==> config.mk <==
export PLATFORM = sky130hd
export DESIGN_NAME = led_blink
export DESIGN_NICKNAME = d
export VERILOG_FILES = /design/src/rtl/led_blink_pkg.sv /design/src/rtl/blink_divider.sv /design/src/rtl/led_blink.sv
export SDC_FILE = /design/constraint.sdc
export NUM_CORES = 1
export LEC_CHECK = 0
export ABC_AREA = 1
export BUFFER_PORTS_ARGS = -buffer_cell sky130_fd_sc_hd__buf_2
export CAP_MARGIN = 20
export CELL_PAD_IN_SITES_DETAIL_PLACEMENT = 1
export CELL_PAD_IN_SITES_GLOBAL_PLACEMENT = 1
export CORE_MARGIN = 10
export CORE_UTILIZATION = 46
export DETAILED_ROUTE_END_ITERATION = 6
export PLACE_DENSITY_LB_ADDON = 0.08
export SYNTH_ARGS = -nofsm -noshare
export SYNTH_HDL_FRONTEND = slang
export SYNTH_SLANG_ARGS = --single-unit
==> constraint.sdc <==
create_clock -name clk -period 1.66 [get_ports clk]
set_input_delay 0.083 -clock clk [delete_from_list [all_inputs] [get_ports clk]]
set_output_delay 0.083 -clock clk [all_outputs]
set_load 0.03 [all_outputs]
==> src/rtl/led_blink_pkg.sv <==
// Shared definitions for the selectable-rate LED blinker.
//
// Contents:
//   SEL_F0..SEL_F3   encodings of {switch2, switch1} for the four blink rates
//   DEF_*            default clock and blink frequencies in Hz
//   half_count()     clocks per half period of a blink rate
//   cnt_width()      counter width needed to count 0..half-1 (never less than 1)
package led_blink_pkg;

  localparam logic [1:0] SEL_F0 = 2'b00;
  localparam logic [1:0] SEL_F1 = 2'b01;
  localparam logic [1:0] SEL_F2 = 2'b10;
  localparam logic [1:0] SEL_F3 = 2'b11;

  localparam int unsigned DEF_CLK_FREQ_HZ = 25000;
  localparam int unsigned DEF_FREQ_0_HZ   = 100;
  localparam int unsigned DEF_FREQ_1_HZ   = 50;
  localparam int unsigned DEF_FREQ_2_HZ   = 10;
  localparam int unsigned DEF_FREQ_3_HZ   = 1;

  // Integer division truncates. A zero rate yields 0 so the divider's range
  // check rejects it instead of dividing by zero.
  function automatic int unsigned half_count(input int unsigned clk_hz,
                                             input int unsigned freq_hz);
    if (freq_hz == 0) begin
      return 0;
    end
    return clk_hz / (2 * freq_hz);
  endfunction

  function automatic int unsigned cnt_width(input int unsigned half);
    if (half <= 1) begin
      return 1;
    end
    return $clog2(half);
  endfunction

endpackage

==> src/rtl/blink_divider.sv <==
// Free-running divide-by-(2*HALF_COUNT) square-wave generator.
//
// Ports:
//   clk     system clock, rising-edge active
//   rst_n   asynchronous active-low reset (counter and toggle cleared)
//   toggle  50 % duty square wave, period 2*HALF_COUNT clocks, starts low
module blink_divider
  import led_blink_pkg::*;
#(
  parameter int unsigned HALF_COUNT = 125
) (
  input  logic clk,
  input  logic rst_n,
  output logic toggle
);

  if (HALF_COUNT < 1) begin : g_half_check
    $error("blink_divider: HALF_COUNT must be at least 1");
  end

  localparam int unsigned CntW = cnt_width(HALF_COUNT);
  localparam logic [CntW-1:0] CntMax = CntW'(HALF_COUNT - 1);

  logic [CntW-1:0] cnt_q, cnt_d;
  logic            toggle_q, toggle_d;

  always_comb begin
    cnt_d    = cnt_q + 1'b1;
    toggle_d = toggle_q;
    if (cnt_q == CntMax) begin
      cnt_d    = '0;
      toggle_d = ~toggle_q;
    end
  end

  always_ff @(posedge clk or negedge rst_n) begin
    if (!rst_n) begin
      cnt_q    <= '0;
      toggle_q <= 1'b0;
    end else begin
      cnt_q    <= cnt_d;
      toggle_q <= toggle_d;
    end
  end

  assign toggle = toggle_q;

endmodule

==> src/rtl/led_blink.sv <==
// Selectable-rate LED blinker. Four free-running dividers produce square waves
// at FREQ_0..FREQ_3; {switch2, switch1} picks one, enable gates it, and the
// result is registered onto the LED pin.
//
// Ports:
//   clk      system clock, rising-edge active
//   rst_n    asynchronous active-low reset
//   enable   1 = blink at selected rate, 0 = LED off
//   switch1  rate select LSB
//   switch2  rate select MSB
//   led      registered LED drive, active high
module led_blink
  import led_blink_pkg::*;
#(
  parameter int unsigned CLK_FREQ_HZ = DEF_CLK_FREQ_HZ,
  parameter int unsigned FREQ_0_HZ   = DEF_FREQ_0_HZ,
  parameter int unsigned FREQ_1_HZ   = DEF_FREQ_1_HZ,
  parameter int unsigned FREQ_2_HZ   = DEF_FREQ_2_HZ,
  parameter int unsigned FREQ_3_HZ   = DEF_FREQ_3_HZ
) (
  input  logic clk,
  input  logic rst_n,
  input  logic enable,
  input  logic switch1,
  input  logic switch2,
  output logic led
);

  localparam int unsigned Half0 = half_count(CLK_FREQ_HZ, FREQ_0_HZ);
  localparam int unsigned Half1 = half_count(CLK_FREQ_HZ, FREQ_1_HZ);
  localparam int unsigned Half2 = half_count(CLK_FREQ_HZ, FREQ_2_HZ);
  localparam int unsigned Half3 = half_count(CLK_FREQ_HZ, FREQ_3_HZ);

  // Dividers never see enable or the select, so switching rates or gating the
  // LED never disturbs their phase.
  logic [3:0] toggle;

  blink_divider #(.HALF_COUNT(Half0)) u_div0 (
    .clk    (clk),
    .rst_n  (rst_n),
    .toggle (toggle[0])
  );

  blink_divider #(.HALF_COUNT(Half1)) u_div1 (
    .clk    (clk),
    .rst_n  (rst_n),
    .toggle (toggle[1])
  );

  blink_divider #(.HALF_COUNT(Half2)) u_div2 (
    .clk    (clk),
    .rst_n  (rst_n),
    .toggle (toggle[2])
  );

  blink_divider #(.HALF_COUNT(Half3)) u_div3 (
    .clk    (clk),
    .rst_n  (rst_n),
    .toggle (toggle[3])
  );

  logic [1:0] sel;
  logic       sel_toggle;
  logic       led_q, led_d;

  assign sel = {switch2, switch1};

  always_comb begin
    sel_toggle = 1'b0;
    unique case (sel)
      SEL_F0:  sel_toggle = toggle[0];
      SEL_F1:  sel_toggle = toggle[1];
      SEL_F2:  sel_toggle = toggle[2];
      SEL_F3:  sel_toggle = toggle[3];
      default: sel_toggle = 1'b0;
    endcase
    led_d = enable & sel_toggle;
  end

  // Registering the mux output keeps the pin glitch-free across select changes.
  always_ff @(posedge clk or negedge rst_n) begin
    if (!rst_n) begin
      led_q <= 1'b0;
    end else begin
      led_q <= led_d;
    end
  end

  assign led = led_q;

endmodule

==> metrics, run 1 <==
outcome completed; Seq/Total Area, Yosys 0.475; met2 global-route usage 0.243; largest net degree at the start of global routing 25; Bufs and invs on worst path 2; Max IR drop VDD around 0.35 mV; termination of the worst setup path u_div2.cnt_q[10]$_DFF_PN0_; CP required 1.85 ns; Syn-to-layout area delta 9.81%; Reg-to-Reg End u_div2.cnt_q[10]$_DFF_PN0_; Arr. time, crit path 1.51 ns; Die W 91.8 µm; worst hold margin 0.0252 ns; post-route insts no fill 386; worst-path cell chain ha_1 -> nand2_1 -> inv_2 -> nand2_2 -> clkinv_1 -> a21oi_1 -> nor2_1; die span in y 91.8 µm; largest family of logic cells by synthesized area simple AND/OR/NAND/NOR gates; Final Hold Fails 0; FILL cells 650; grt ovf 0; H-tree Lvls 2; R2R Path Start u_div2.cnt_q[0]$_DFF_PN0_; first-pass GRT wire length 9130 µm; Std-Cell Core Area 5040 µm²; min-delay worst type input port to flop; Clock Sink Count 45; total negative slack 0 ns; met3 Usage GRT 0.0228; initial core utilization 0.470; drt via density roughly 4.9; final WL approximately 5000 µm; Antenna Cells 0; Pwr Total 1830 µW; Clock Skew 0.00806 ns; Syn. warnings 0; min cycle time layout about 1.3 ns; PwrDens 702 nW/µm²; Detailed Routing Iterations Pass 1 4; Worst-Margin Slew 0.540 ns; I/O pins 6; max-cap violation count 0; mean area per synthesized cell around 7.9 µm²; CTS Buf Count 5; Synth Area in Compound Gates 0.0469; postcts setup bufs 0; Worst slew margin 0.640; Crit path max-delay family flip-flops; IO buf count 5; Layout Nets 327; Inst Count DP 377; DR iter-0 viols 34; CP max FO 4; total die area 8430 µm²; gr busiest metal met2; critical path capture point type flop; share of layout cells above drive strength 1 0.133; area of the multi-input gates 1040 µm²; synthesis-stage register bit count 45; DRT antenna net count 0; CP max-delay cell dfrtp_1; routability-driven placement congestion ratio just under 0.8; clock root cell clkbuf_8; Crit Path Category flop to flop; FF/Latch Area 1130 µm²; Final setup viols 0; Synth Cell Area 2370 µm²; Critical Path Source u_div2.cnt_q[0]$_DFF_PN0_; Worst path max stage delay 0.43 ns; DP Wirelength 3810 µm; reg2reg setup slack 0.35 ns; critical path depth 7; xor and xnor area share after synthesis 0.0406; Slew Limit Fails 0; P_leak 0.00135 µW; r2r worst-path depth 7; row cnt 26; fmax 761 MHz; Worst setup SP type flop; detailed-route via count 1885; RSZ-0062 raised after global routing no; Gate Count Post-Synth 301; initial antenna violation count 0; Final period util 0.792; vias in the first global route 2110; Wirelength per Cell between 10 and 15 µm; post-synthesis mux area share 0; drt drc 0; Post-Synth Simple-Gate Area 0.316; met1 global-route usage 0.140; clock transition at the registers of the reported paths 0.09 ns; GRT Total Usage 0.128; later-pin clock latency in the skew report 0.30 ns; distinct cell type count of the synthesized netlist 28; Post-Synth Adder-Cell Area 0.0369; TritonCTS clock tree done; post-synthesis net count ~310; Longest Clk Path Bufs 2
synth_stat cells:
cell      instances  area [µm²]
a21boi_0          1        7.51
xor2_1            8        70.1
o21ai_0           4        20.0
inv_4             1        6.26
nand2_2           8        50.1
nor3_2            1        10.0
o21ai_1           2        10.0
o21bai_1          2        15.0
nand2_1          66         248
nand3_2           2        20.0
nor3b_1           3        22.5
nor2_2           10        62.6
o31ai_1           1        7.51
a21oi_1           7        35.0
clkinv_1          1        3.75
nor3_1            7        35.0
inv_2             4        15.0
dfrtp_1          45        1130
ha_1              7        87.6
nor2_4            1        11.3
a31o_2            1        8.76
nand3_1          15        75.1
inv_1            47         176
nand4_1           5        31.3
xnor2_1           3        26.3
nand3b_1          1        7.51
nor2_1           47         176
o211ai_1          1        7.51
cell type report:
type                            count  share of cell area
Clock buffer                        5              0.0264
Clock inverter                      3             0.00817
Inverter                           53              0.0773
Multi-Input combinational cell    203               0.401
Sequential cell                    45               0.432
Tap cell                           70              0.0336
Timing Repair Buffer                7              0.0211
layer usage:
metal,routed length [µm],vias up,part of all wire
met5,0,-,0
met4,65,0,0.013
met3,75,7,0.015
met2,2600,9,0.53
met1,2210,911,0.45
li1,-,958,-
cells in the final DEF (no fill, tap or decap), types with 5 or more instances in the layout:
cell	netlist	layout
nand2_1	66	66
inv_1	47	47
nor2_1	47	47
dfrtp_1	45	45
nand3_1	15	15
nor2_2	10	10
nand2_2	8	8
xor2_1	8	8
nor3_1	7	7
a21oi_1	7	7
ha_1	7	7
nand4_1	5	5
clkbuf_8	0	5
buf_2	0	5
registers in the layout (all words and copies together), names as in the netlist:
name           flops
u_div2.cnt_q      11
u_div0.cnt_q       7
u_div3.cnt_q      14
u_div2.toggle      1
led                1
u_div1.cnt_q       8
u_div0.toggle      1
u_div3.toggle      1
u_div1.toggle      1
per-stage QoR:
stage,util,area (µm²),setup slack [ns]
CTS,0.517,2610,0.335
global route,0.517,2610,0.210
floorplan,-,2370,0.463
global placement,0.497,2500,0.394
finish,0.517,2610,0.346
detailed placement,0.497,2500,0.343
power by group:
part / switching, µW / leakage [µW] / total (µW) / internal (µW)
sequential: 0.221 / 0.000570 / 1100 / 1100
clock: 391 / 0.0000445 / 690 / 299
combinational: 28.9 / 0.000737 / 41.1 / 12.2
total: 421 / 0.00135 / 1830 / 1410
worst min-delay path by stage:
stage	from	end	slack, ns	cells past startpoint
floorplan	rst_n	led$_DFF_PN0_	-0.21	0
global placement	rst_n	u_div3.cnt_q[8]$_DFF_PN0_	0.10	1
detailed placement	rst_n	u_div3.cnt_q[11]$_DFF_PN0_	0.1	1
CTS	enable	led$_DFF_PN0_	0.01	2
global route	enable	led$_DFF_PN0_	0.01	2
finish	enable	led$_DFF_PN0_	0.03	2
logic make-up (layout without fill, tap and decap cells):
family                   after synthesis  after routing
AO/OA/AOI/OAI                         19             19
flip-flops                            45             45
adder cells (fa/ha/maj)                7              7
buffers and inverters                 53             68
AND/OR/NAND/NOR                      166            166
XOR/XNOR                              11             11
worst reg2reg max path: cells and delay by family, from the launching register on:
kind / cells / cell delay [ns]
flip-flops: 1 / 0.43
AND/OR/NAND/NOR: 3 / 0.27
adder cells (fa/ha/maj): 1 / 0.23
buffers and inverters: 2 / 0.17
AO/OA/AOI/OAI: 1 / 0.13
repair_timing:
item | in CTS | in global routing
hold buffers | 1 | 0
resized for setup | 0 | 0
hold endpoints to repair | 21 | 0
setup endpoints to repair | 0 | 0
No activity file was read; power rests on OpenSTA's default activity.
==> inputs of run 2 (changes only) <==
- clock period: 1.66 -> 1.3 ns (I/O delays scaled with it)
==> run 2 against run 1 <==
  * Total power rose by 25%
  * Combinational power rose by 25%
  * Routed wire length fell by 1.7%
  * Clock power rose by 21%
  * Register-to-register slack got worse by 0.26 ns
  * Non-clock buffer count rose by 7
  * Sequential power rose by 27%
  * Maximum frequency rose by 7.9%
  * Hold slack got worse by 0.0039 ns
  * Cell count rose by 1.8%
  * Critical endpoint unchanged
==> metrics, run 2 (synthesized netlist as in run 1, its figures left out) <==
outcome completed (unchanged); GRT Total Usage 0.121 (was 0.128); DP Wirelength 3730 µm (was 3810 µm); routability-driven placement congestion ratio 0.771 (was 0.779); reg2reg setup slack 0.08 ns (was 0.35 ns); commonest non-fill, non-tap cell in the layout nand2_1 (unchanged); Worst path max stage delay 0.41 ns (was 0.43 ns); commonest non-fill, non-tap cells in the layout nand2_1, inv_1, dfrtp_1 (was nand2_1, inv_1, nor2_1); Worst slew margin 0.810 (was 0.640); Inst Count DP 381 (was 377); CP max FO 4 (unchanged); Final Hold Fails 0 (unchanged); r2r worst-path depth 8 (was 7); Top reg by flops u_div3.cnt_q (unchanged); Antenna Cells 0 (unchanged); initial core utilization 0.470 (unchanged); Bufs and invs on worst path 2 (unchanged); Worst setup SP type flop (unchanged); Clock Skew 0.00688 ns (was 0.00806 ns); IO buf count 5 (unchanged); TritonCTS clock tree done (unchanged); clock root cell clkbuf_8 (unchanged); post-route insts no fill 393 (was 386); first-pass GRT wire length 8600 µm (was 9130 µm); Longest Clk Path Bufs 2 (unchanged); PwrDens 846 nW/µm² (was 702 nW/µm²); I/O pins 6 (unchanged); Detailed Routing Iterations Pass 1 4 (unchanged); vias in the first global route 1968 (was 2110); CP max-delay cell dfrtp_1 (unchanged); Crit Path Category flop to flop (unchanged); grt ovf 0 (unchanged); PnR worst setup slack 0.0815 ns (was 0.346 ns); total die area 8430 µm² (unchanged); drt drc 0 (unchanged); post-place setup slack -0.0223 ns (was 0.343 ns); total negative slack 0 ns (unchanged); die span in y 91.8 µm (unchanged); worst hold stages 2 (unchanged); largest net degree at the start of global routing 46 (was 25); later-pin clock latency in the skew report 0.29 ns (was 0.30 ns); Final period util 0.937 (was 0.792); Max IR drop VDD 0.498 mV (was 0.350 mV); Final setup viols 0 (unchanged); H-tree Lvls 2 (unchanged); WHS Endpoint led$_DFF_PN0_ (unchanged); critical path capture point type flop (unchanged); top flop regs u_div3.cnt_q: 14 flops, u_div2.cnt_q: 11 flops, u_div1.cnt_q: 8 flops (unchanged); min cycle time layout 1.22 ns (was 1.31 ns); share of layout cells above drive strength 1 0.189 (was 0.133); CTS Buf Count 5 (unchanged); max reg flops 14 (unchanged); hold path start enable (unchanged); DR iter-0 viols 24 (was 34); worst hold margin 0.0213 ns (was 0.0252 ns); Arr. time, crit path 1.41 ns (was 1.51 ns); Layout Nets 334 (was 327); worst-path cell chain ha_2 -> nand2_2 -> inv_2 -> nand2_2 -> inv_2 -> nand3_1 -> nand2_1 -> nor2_1 (was ha_1 -> nand2_1 -> inv_2 -> nand2_2 -> clkinv_1 -> a21oi_1 -> nor2_1); Std-Cell Core Area 5040 µm² (unchanged); P_leak 0.00139 µW (was 0.00135 µW); Clock Sink Count 45 (unchanged); post-layout util 0.536 (was 0.517); Crit path max-delay family flip-flops (unchanged); Reg-to-Reg End u_div2.cnt_q[10]$_DFF_PN0_ (unchanged); row cnt 26 (unchanged); Syn-to-layout area delta 13.9% (was 9.81%); detailed-route via count 1923 (was 1885); RSZ-0062 raised after global routing yes (was no); final WL 4870 µm (was 4960 µm); Die W 91.8 µm (unchanged); Slew Limit Fails 0 (unchanged); DRT antenna net count 0 (unchanged); min-delay worst type input port to flop (unchanged); R2R Path Start u_div2.cnt_q[0]$_DFF_PN0_ (unchanged); initial antenna violation count 0 (unchanged); max-cap violation count 0 (unchanged); FILL cells 630 (was 650); Wirelength per Cell 12.4 µm (was 12.8 µm); CP required 1.49 ns (was 1.85 ns); fmax 821 MHz (was 761 MHz); drt via density 4.89 (was 4.88); clock transition at the registers of the reported paths 0.08 ns (was 0.09 ns); Worst-Margin Slew 0.285 ns (was 0.540 ns)
[run 2: worst max path at each step]
| stage | start | to | slack [ns] | depth (start not counted) |
|---|---|---|---|---|
| detailed placement | u_div2.cnt_q[0]$_DFF_PN0_ | u_div2.cnt_q[10]$_DFF_PN0_ | -0.02 | 7 |
| finish | u_div2.cnt_q[0]$_DFF_PN0_ | u_div2.cnt_q[10]$_DFF_PN0_ | 0.08 | 8 |
| floorplan | u_div2.cnt_q[0]$_DFF_PN0_ | u_div2.cnt_q[10]$_DFF_PN0_ | 0.10 | 7 |
| CTS | u_div2.cnt_q[0]$_DFF_PN0_ | u_div2.cnt_q[10]$_DFF_PN0_ | 0.02 | 7 |
| global route | u_div2.cnt_q[0]$_DFF_PN0_ | u_div2.cnt_q[10]$_DFF_PN0_ | -0.02 | 8 |
| global placement | u_div2.cnt_q[0]$_DFF_PN0_ | u_div2.cnt_q[10]$_DFF_PN0_ | 0.05 | 7 |
[run 2: through the flow]
stage / instance area, µm² / power (µW)
3_3_place_gp: 2530 / 1480
4_1_cts: 2640 / 2320
3_5_place_dp: 2530 / 1480
6_report: 2700 / 2290
5_1_grt: 2700 / 2400
2_1_floorplan: 2370 / 1440
[run 2: repair_timing]
| item | in CTS | in global routing |
|---|---|---|
| gates resized for setup | 1 | 15 |
| cloned | 0 | 0 |
| buffers inserted | 1 | 2 |
| endpoints found under the setup margin | 1 | 21 |
| pin swaps | 0 | 6 |
| endpoints found under the hold margin | 45 | 0 |
| hold buffers | 1 | 0 |
[run 2: routing by layer]
layer,wire length [µm],GRT usage
met2,2470,0.212
met5,0,0
met3,123,0.0277
met1,2250,0.146
met4,31,0.0308
[run 2: power by group]
| group | leakage [µW] | switching (µW) | total, µW | internal (µW) |
|---|---|---|---|---|
| Sequential | 0.000570 | 0.343 | 1400 | 1400 |
| Clock | 0.0000450 | 461 | 834 | 373 |
| Combinational | 0.000778 | 35.5 | 51.5 | 16.0 |
| Total | 0.00139 | 497 | 2290 | 1790 |
[run 2: area by class of cell]
class / instances / area (µm²) / area share
Clock buffer: 6 / 72.6 / 0.0269
Clock inverter: 2 / 10.0 / 0.00370
Inverter: 53 / 201 / 0.0745
Multi-Input combinational cell: 203 / 1100 / 0.406
Sequential cell: 45 / 1130 / 0.417
Tap cell: 70 / 87.6 / 0.0324
Timing Repair Buffer: 14 / 108 / 0.0398
